File: config.mk
export PLATFORM = sky130hd
export DESIGN_NAME = sprite_attr_writer
export DESIGN_NICKNAME = d
export VERILOG_FILES = /design/src/rtl/sprite_attr_writer_pkg.sv /design/src/rtl/sprite_attr_writer_vblank_edge_det.sv /design/src/rtl/sprite_attr_writer.sv
export SDC_FILE = /design/constraint.sdc
export NUM_CORES = 2
export LEC_CHECK = 0
export CORE_ASPECT_RATIO = 2
export CORE_UTILIZATION = 58
export CTS_CLUSTER_DIAMETER = 80
export CTS_CLUSTER_SIZE = 28
export DETAILED_ROUTE_END_ITERATION = 10
export PLACE_DENSITY = 0.88
export SYNTH_ARGS = -nofsm -noshare
export SYNTH_HDL_FRONTEND = slang
export SYNTH_SLANG_ARGS = --single-unit
File: constraint.sdc
create_clock -name clk -period 70.5 [get_ports clk]
set_input_delay 10.575 -clock clk [delete_from_list [all_inputs] [get_ports clk]]
set_output_delay 10.575 -clock clk [all_outputs]
set_load 0.05 [all_outputs]
File: src/rtl/sprite_attr_writer_pkg.sv
// Shared types and constants for the sprite attribute writer.
// Attribute word: [9:0] x, [18:10] y, [23:19] sprite id.
package sprite_pkg;

  localparam int NUM_SPRITES = 20;
  localparam int ATTR_W      = 24;
  localparam int V_ACTIVE    = 480;

  localparam logic [4:0] ADDR_CTRL   = 5'd20;
  localparam logic [4:0] ADDR_STATUS = 5'd21;

  typedef struct packed {
    logic [4:0] id;
    logic [8:0] y;
    logic [9:0] x;
  } sprite_attr_t;

  // Parks a sprite off the visible area: x=1023, y=511, id=0.
  localparam sprite_attr_t ATTR_OFFSCREEN = '{
    id: 5'd0,
    y:  9'h1FF,
    x:  10'h3FF
  };

endpackage

File: src/rtl/sprite_attr_writer_vblank_edge_det.sv
// Vertical-blank start detector.
// Ports: clk, reset (async high), vcount in; vblank_start pulse out.
module vblank_edge_det
  import sprite_pkg::*;
#(
  parameter int VSTART = V_ACTIVE
) (
  input  logic       clk,
  input  logic       reset,
  input  logic [9:0] vcount,
  output logic       vblank_start
);

  logic in_vblank;
  logic vblank_d;
  logic vblank_q;

  assign in_vblank = (vcount >= 10'(VSTART));

  always_comb begin
    vblank_d = in_vblank;
  end

  always_ff @(posedge clk or posedge reset) begin
    if (reset) begin
      vblank_q <= 1'b0;
    end else begin
      vblank_q <= vblank_d;
    end
  end

  // Edge rather than level, so a line count that holds for many
  // clocks still yields one pulse per frame.
  assign vblank_start = in_vblank & ~vblank_q & ~reset;

endmodule

File: src/rtl/sprite_attr_writer.sv
// Avalon-MM slave holding shadow/active sprite attribute banks.
// Ports: clk, reset, Avalon (chipselect/write/read/address/writedata/
// readdata), VGA_VCOUNT in; sprite_attr, frame_irq, commit_pending out.
// Build option: SPRITE_ATTR_READBACK_EN enables shadow-entry reads.
module sprite_attr_writer
  import sprite_pkg::*;
(
  input  logic                          clk,
  input  logic                          reset,
  input  logic                          chipselect,
  input  logic                          write,
  input  logic                          read,
  input  logic [4:0]                    address,
  input  logic [31:0]                   writedata,
  output logic [31:0]                   readdata,
  input  logic [9:0]                    VGA_VCOUNT,
  output logic [NUM_SPRITES*ATTR_W-1:0] sprite_attr,
  output logic                          frame_irq,
  output logic                          commit_pending
);

  sprite_attr_t shadow_q [NUM_SPRITES];
  sprite_attr_t shadow_d [NUM_SPRITES];
  sprite_attr_t active_q [NUM_SPRITES];
  sprite_attr_t active_d [NUM_SPRITES];

  logic        commit_pending_q;
  logic        commit_pending_d;
  logic [7:0]  frame_cnt_q;
  logic [7:0]  frame_cnt_d;
  logic [31:0] readdata_q;
  logic [31:0] readdata_d;

  logic vblank_start;
  logic wr_en;
  logic rd_en;
  logic entry_sel;
  logic unused_wdata;

  vblank_edge_det #(
    .VSTART(V_ACTIVE)
  ) u_vblank (
    .clk          (clk),
    .reset        (reset),
    .vcount       (VGA_VCOUNT),
    .vblank_start (vblank_start)
  );

  assign wr_en        = chipselect & write;
  assign rd_en        = chipselect & read;
  assign entry_sel    = (address < 5'(NUM_SPRITES));
  assign unused_wdata = ^writedata[31:24];

  always_comb begin
    shadow_d = shadow_q;
    if (wr_en && entry_sel) begin
      shadow_d[address] = sprite_attr_t'(writedata[ATTR_W-1:0]);
    end
  end

  // The copy reads shadow_q, so a same-cycle shadow write lands only
  // in shadow; a same-cycle CTRL write re-arms for the next frame.
  always_comb begin
    active_d         = active_q;
    commit_pending_d = commit_pending_q;
    frame_cnt_d      = frame_cnt_q;
    if (vblank_start) begin
      frame_cnt_d = frame_cnt_q + 8'd1;
      if (commit_pending_q) begin
        active_d         = shadow_q;
        commit_pending_d = 1'b0;
      end
    end
    if (wr_en && (address == ADDR_CTRL) && writedata[0]) begin
      commit_pending_d = 1'b1;
    end
  end

  always_comb begin
    readdata_d = readdata_q;
    if (rd_en) begin
      unique case (1'b1)
        (address == ADDR_CTRL): begin
          readdata_d = {31'b0, commit_pending_q};
        end
        (address == ADDR_STATUS): begin
          readdata_d = {16'b0, frame_cnt_q, 7'b0, commit_pending_q};
        end
`ifdef SPRITE_ATTR_READBACK_EN
        entry_sel: begin
          readdata_d = {8'b0, shadow_q[address]};
        end
`endif
        default: begin
          readdata_d = '0;
        end
      endcase
    end
  end

  always_ff @(posedge clk or posedge reset) begin
    if (reset) begin
      for (int i = 0; i < NUM_SPRITES; i++) begin
        shadow_q[i] <= ATTR_OFFSCREEN;
        active_q[i] <= ATTR_OFFSCREEN;
      end
      commit_pending_q <= 1'b0;
      frame_cnt_q      <= 8'd0;
      readdata_q       <= 32'd0;
    end else begin
      shadow_q         <= shadow_d;
      active_q         <= active_d;
      commit_pending_q <= commit_pending_d;
      frame_cnt_q      <= frame_cnt_d;
      readdata_q       <= readdata_d;
    end
  end

  for (genvar g = 0; g < NUM_SPRITES; g++) begin : g_flat
    assign sprite_attr[g*ATTR_W +: ATTR_W] = active_q[g];
  end

  assign readdata       = readdata_q;
  assign frame_irq      = vblank_start;
  assign commit_pending = commit_pending_q;

endmodule

# After elaboration in Yosys (flattened, before gate mapping)
# Cells that the tools add are included.
[op_classes]
bitwise = 7
n_reduce_logical = 6
n_lt_le_gt_ge = 4
n_mux = 6
add_sub_neg = 1
n_eq_ne = 2
[op_table]
columns = ["operator", "n"]
rows = [
  ["$bwmux W480", 1],
  ["$demux W24 S5", 1],
  ["$pmux W16 S2", 1],
  ["$mux W24", 1],
  ["$eq A5 B5 Y1 const B", 2],
  ["$ge A10 B9 Y1 const B", 1],
  ["$add A8 B1 Y8 const B", 1],
  ["$ge A6 B6 Y1 const B", 1],
  ["$lt A6 B1 Y1 const B", 1],
  ["$not A5 Y6", 1],
  ["$lt A5 B5 Y1 const B", 1],
  ["$and A1 B1 Y1", 4],
  ["$logic_and A1 B1 Y1", 4],
  ["$mux W1", 2],
  ["$not A1 Y1", 2],
  ["$reduce_and A2 Y1", 1],
  ["$reduce_bool A2 Y1", 1],
]
[totals]
input_bits = 52
ff_bits = 1002
output_inout_bits = 514
wordCells = 150

# Depth between registers and ports, before layout
[depth]
word_depth = 6
mapped_depth = 7
mapped_depth_nobuf = 5

# Cells and area by module
# A second synthesis with hierarchy kept.
[unflattened]
cells_unflattened = 2204
hier_area_um2 = 37763.7
[by_module_without_submodules]
columns = ["mod", "instances", "cells_per_inst", "area_each_um2"]
rows = [
  ["sprite_attr_writer", 1, 2200, 37712.4],
  ["vblank_edge_det", 1, 4, 51.3],
]

# Worst setup path after synthesis
# Ideal clock, no wire load.
[synth_timing]
kind = "input-to-output"
start = "input port VGA_VCOUNT[5]"
end = "output port frame_irq"
required_time_ps = 59925
arrival_ps = 11274
path_stages = 4
setup_slack_ps = 48651
cell_sequence = "a41oi_2 inv_2 nand2_1 inv_1"
[synth_between]
elab_chain_cells = 3
[synth_rtl]
columns = ["item", "line_no", "text"]
rows = [
  ["start: declaration", "sprite_attr_writer.sv:16", "input logic [9:0] VGA_VCOUNT,"],
  ["$ge A10 B9 Y1", "sprite_attr_writer_vblank_edge_det.sv:18", "assign in_vblank = (vcount >= 10'(VSTART));"],
  ["net u_vblank.in_vblank", "sprite_attr_writer_vblank_edge_det.sv:14", "logic in_vblank;"],
  ["$and A1 B1 Y1 (2 in series)", "sprite_attr_writer_vblank_edge_det.sv:34", "assign vblank_start = in_vblank & ~vblank_q & ~reset;"],
  ["end: declaration", "sprite_attr_writer.sv:18", "output logic frame_irq,"],
]
# The timed path passes the listed nets, and every way through them passes these cells.

# Final worst setup path
[layout_timing]
start = "input port reset"
end = "output port frame_irq"
[layout_between]
elab_chain_cells = 2
[layout_rtl]
columns = ["item", "line_no", "text"]
rows = [
  ["start: declaration", "sprite_attr_writer.sv:9", "input logic reset,"],
  ["$not A1 Y1", "sprite_attr_writer_vblank_edge_det.sv:34", ""],
  ["$and A1 B1 Y1", "sprite_attr_writer_vblank_edge_det.sv:34", ""],
]
# No other way between the ends.

==> run metrics <==
CP Launch Type primary input; status complete, no violations; row count 132; worst slew pin tran 1.35 ns; Crit path required time 59.93 ns; vias in the first global route 22000; syn avg cell area 17.2 sq um; Tot GR Track Use 27.4%; Leak 19.1 nW; DR vias/cell 5.63; Sink Count 979; synthesized cell area 38000 sq um; fin area 44900 sq um; Cells after Synth 2204; GPL Wtd Cong 0.814; Fin Setup TNS 0 ns; die area 66600 sq um; flop2flop setup slack 66.62 ns; placed cells 3492; starting density of the core 58.6%; pwr dens 23.8 nW/um^2; First-pass DRT Iterations 4; Max FO, Critical Path 5; Setup-failing EPs final 0; Detail Placement HPWL 60.4 mm; global-route wire length before repair 136 mm; CTS clk-pin slew, worst paths 0.10 ns; Clock Skews 0.0185 ns; worst setup path category in -> out; largest net degree at the start of global routing 164; Worst Hold Launch frame_cnt_q[7]; Fin. Hold Viols 0; post-CTS setup repair buffer count 0; latest clock arrival within the worst-skew pair 0.60 ns; critical-path cell list clkdlybuf4s50_1 > nor2_1 > nand2_1 > inv_1 > clkdlybuf4s50_1; max-slew violation count 0; DRC 0; worst ir drop on vdd 0.0270 mV; overflow left after global routing 0; slowest CP cell clkdlybuf4s50_1; Fillers 4100; Post-synth EDFFs 0; die height 364 um; Setup crit end kind output port; FF-to-FF Start u_vblank.vblank_q; nets 2716; Unique masters post-synth 37; Placement Cell Area 43800 sq um; unrepaired setup endpoints after global routing no; crit-path max cell delay 0.89 ns; cts repair resizes 0; Root Buffer clkbuf_16; H-tree levels 2; core area 64700 sq um; Vias 20100; initial antenna violation count 3; Clock Path Buffers 3; # hold bufs at CTS 0; CP most frequent cell clkdlybuf4s50_1; max_cap viols 0; CTS Buf Count 40; Ys Warns 0; FF+latch count, synth 979; drt initial violations 933; top_reg_cell synth dfstp_2; fraction of registers with async set/reset 100%; worst hold path cell count 1; Max transition margin 9.77%; Final min period 23.29 ns; share of cells above drive strength 1 66.5%; register area share after synthesis 67.0%; Die W 183 um; DRT Wirelength 90.3 mm; hold worst-path end frame_cnt_q[7]; CTS tree yes; hold crit path type reg -> reg; Reg2Reg Depth 5; # IOs 566; post-DR wirelength/cell 25.4 um; Final ANT Viol Nets 0; Buffers on Ports 529; Final period util 33.0%; fmax 42.9 MHz; WP data arrival 12.72 ns; Area growth syn-to-layout 18.2%; reg2reg end sprite_attr[163]; fin cells 3561
layout make-up:
class                   instances  area [sq um]  share of cell area, %
flip-flops and latches        979         25400                   56.7
multi-input cells            1069         11600                   25.8
repair buffers                570          5620                   12.5
clock buffers                  66          1120                   2.49
well taps                     871          1090                   2.43
inverters                       3          18.8                 0.0418
clock inverters                 2          17.5                 0.0390
diodes                          1          2.50                0.00557
through the flow:
| step | hold WS, ns | worst slack (ns) | power [mW] | util [%] |
|---|---|---|---|---|
| after floorplan | 0.441 | 33.64 | 0.755 | - |
| after global placement | 0.457 | 47.28 | 0.791 | 67.6 |
| after detailed placement | 0.466 | 47.22 | 0.802 | 67.6 |
| after CTS | 0.489 | 47.21 | 1.08 | 69.3 |
| after global routing | 0.502 | 47.12 | 1.11 | 69.3 |
| final | 0.489 | 47.21 | 1.07 | 69.3 |
routing by layer:
metal	global-route usage, %	part of all wire, %	vias up
li1	-	-	8520
met1	30.9	36	10800
met2	49.4	53	606
met3	6.11	6.3	168
met4	11.9	4.6	0
met5	0	0	-
cell families after synthesis:
kind of cell    share of synthesized area (%)
fa+ha+maj                              0.0329
buf+inv                                  2.82
simple gates                             1.07
mux                                      28.7
other cells                           0.00988
xor+xnor                                0.161
compound gates                          0.175
flops                                    67.0
cells in the mapped netlist, types with 4 or more instances:
cell type	count	area share, %
dfrtp_1	219	14
xnor2_1	4	0.092
mux2_2	903	27
dfstp_2	760	53
nand3_1	6	0.079
mux2_1	38	1.1
buf_6	26	0.77
buf_4	33	0.65
and4b_1	4	0.11
clkbuf_1	50	0.49
o21ai_0	8	0.11
buf_2	66	0.87
mux2_4	20	0.79
nand2_1	30	0.30
how the worst max path moves through the flow:
stage	start	end	slack, ns	cells past startpoint
after floorplan	reset	commit_pending	33.64	1
after global placement	reset	frame_irq	47.28	5
after detailed placement	reset	frame_irq	47.22	5
after CTS	reset	frame_irq	47.21	5
after global routing	reset	frame_irq	47.12	5
final	reset	frame_irq	47.21	5
worst max-delay path, delay by kind of cell:
| family | cells | cell delay [ns] |
|---|---|---|
| AND/OR/NAND/NOR | 2 | 0.57 |
| buffers and inverters | 3 | 1.56 |
report_power, final:
part	leakage (nW)	switching [mW]	total [mW]	internal (mW)
registers	10.8	0.0261	0.662	0.636
clock network	0.544	0.165	0.276	0.111
logic	7.74	0.0771	0.131	0.0542
total	19.1	0.268	1.07	0.801
registers in the layout (all words and copies together) (netlist names):
signal             flops
shadow_q             480
u_vblank.vblank_q      1
sprite_attr          480
frame_cnt_q            8
commit_pending         1
readdata               9
placed cells by master (no fill, tap or decap), types with 2 or more instances in the layout:
| master | count |
|---|---|
| and4b_1 | 3 |
| buf_4 | 40 |
| clkbuf_1 | 25 |
| clkbuf_16 | 41 |
| clkdlybuf4s50_1 | 529 |
| conb_1 | 23 |
| dfrtp_1 | 219 |
| dfstp_2 | 760 |
| inv_6 | 2 |
| mux2_1 | 38 |
| mux2_2 | 903 |
| mux2_4 | 20 |
| nand2_1 | 28 |
| nand2_2 | 5 |
| nand3_1 | 5 |
| nand3b_1 | 3 |
| nor2b_4 | 2 |
| nor3_1 | 2 |
| nor3b_2 | 3 |
| o21ai_0 | 8 |
| xnor2_1 | 4 |
| xor2_1 | 3 |
No activity file was read; power rests on OpenSTA's default activity.
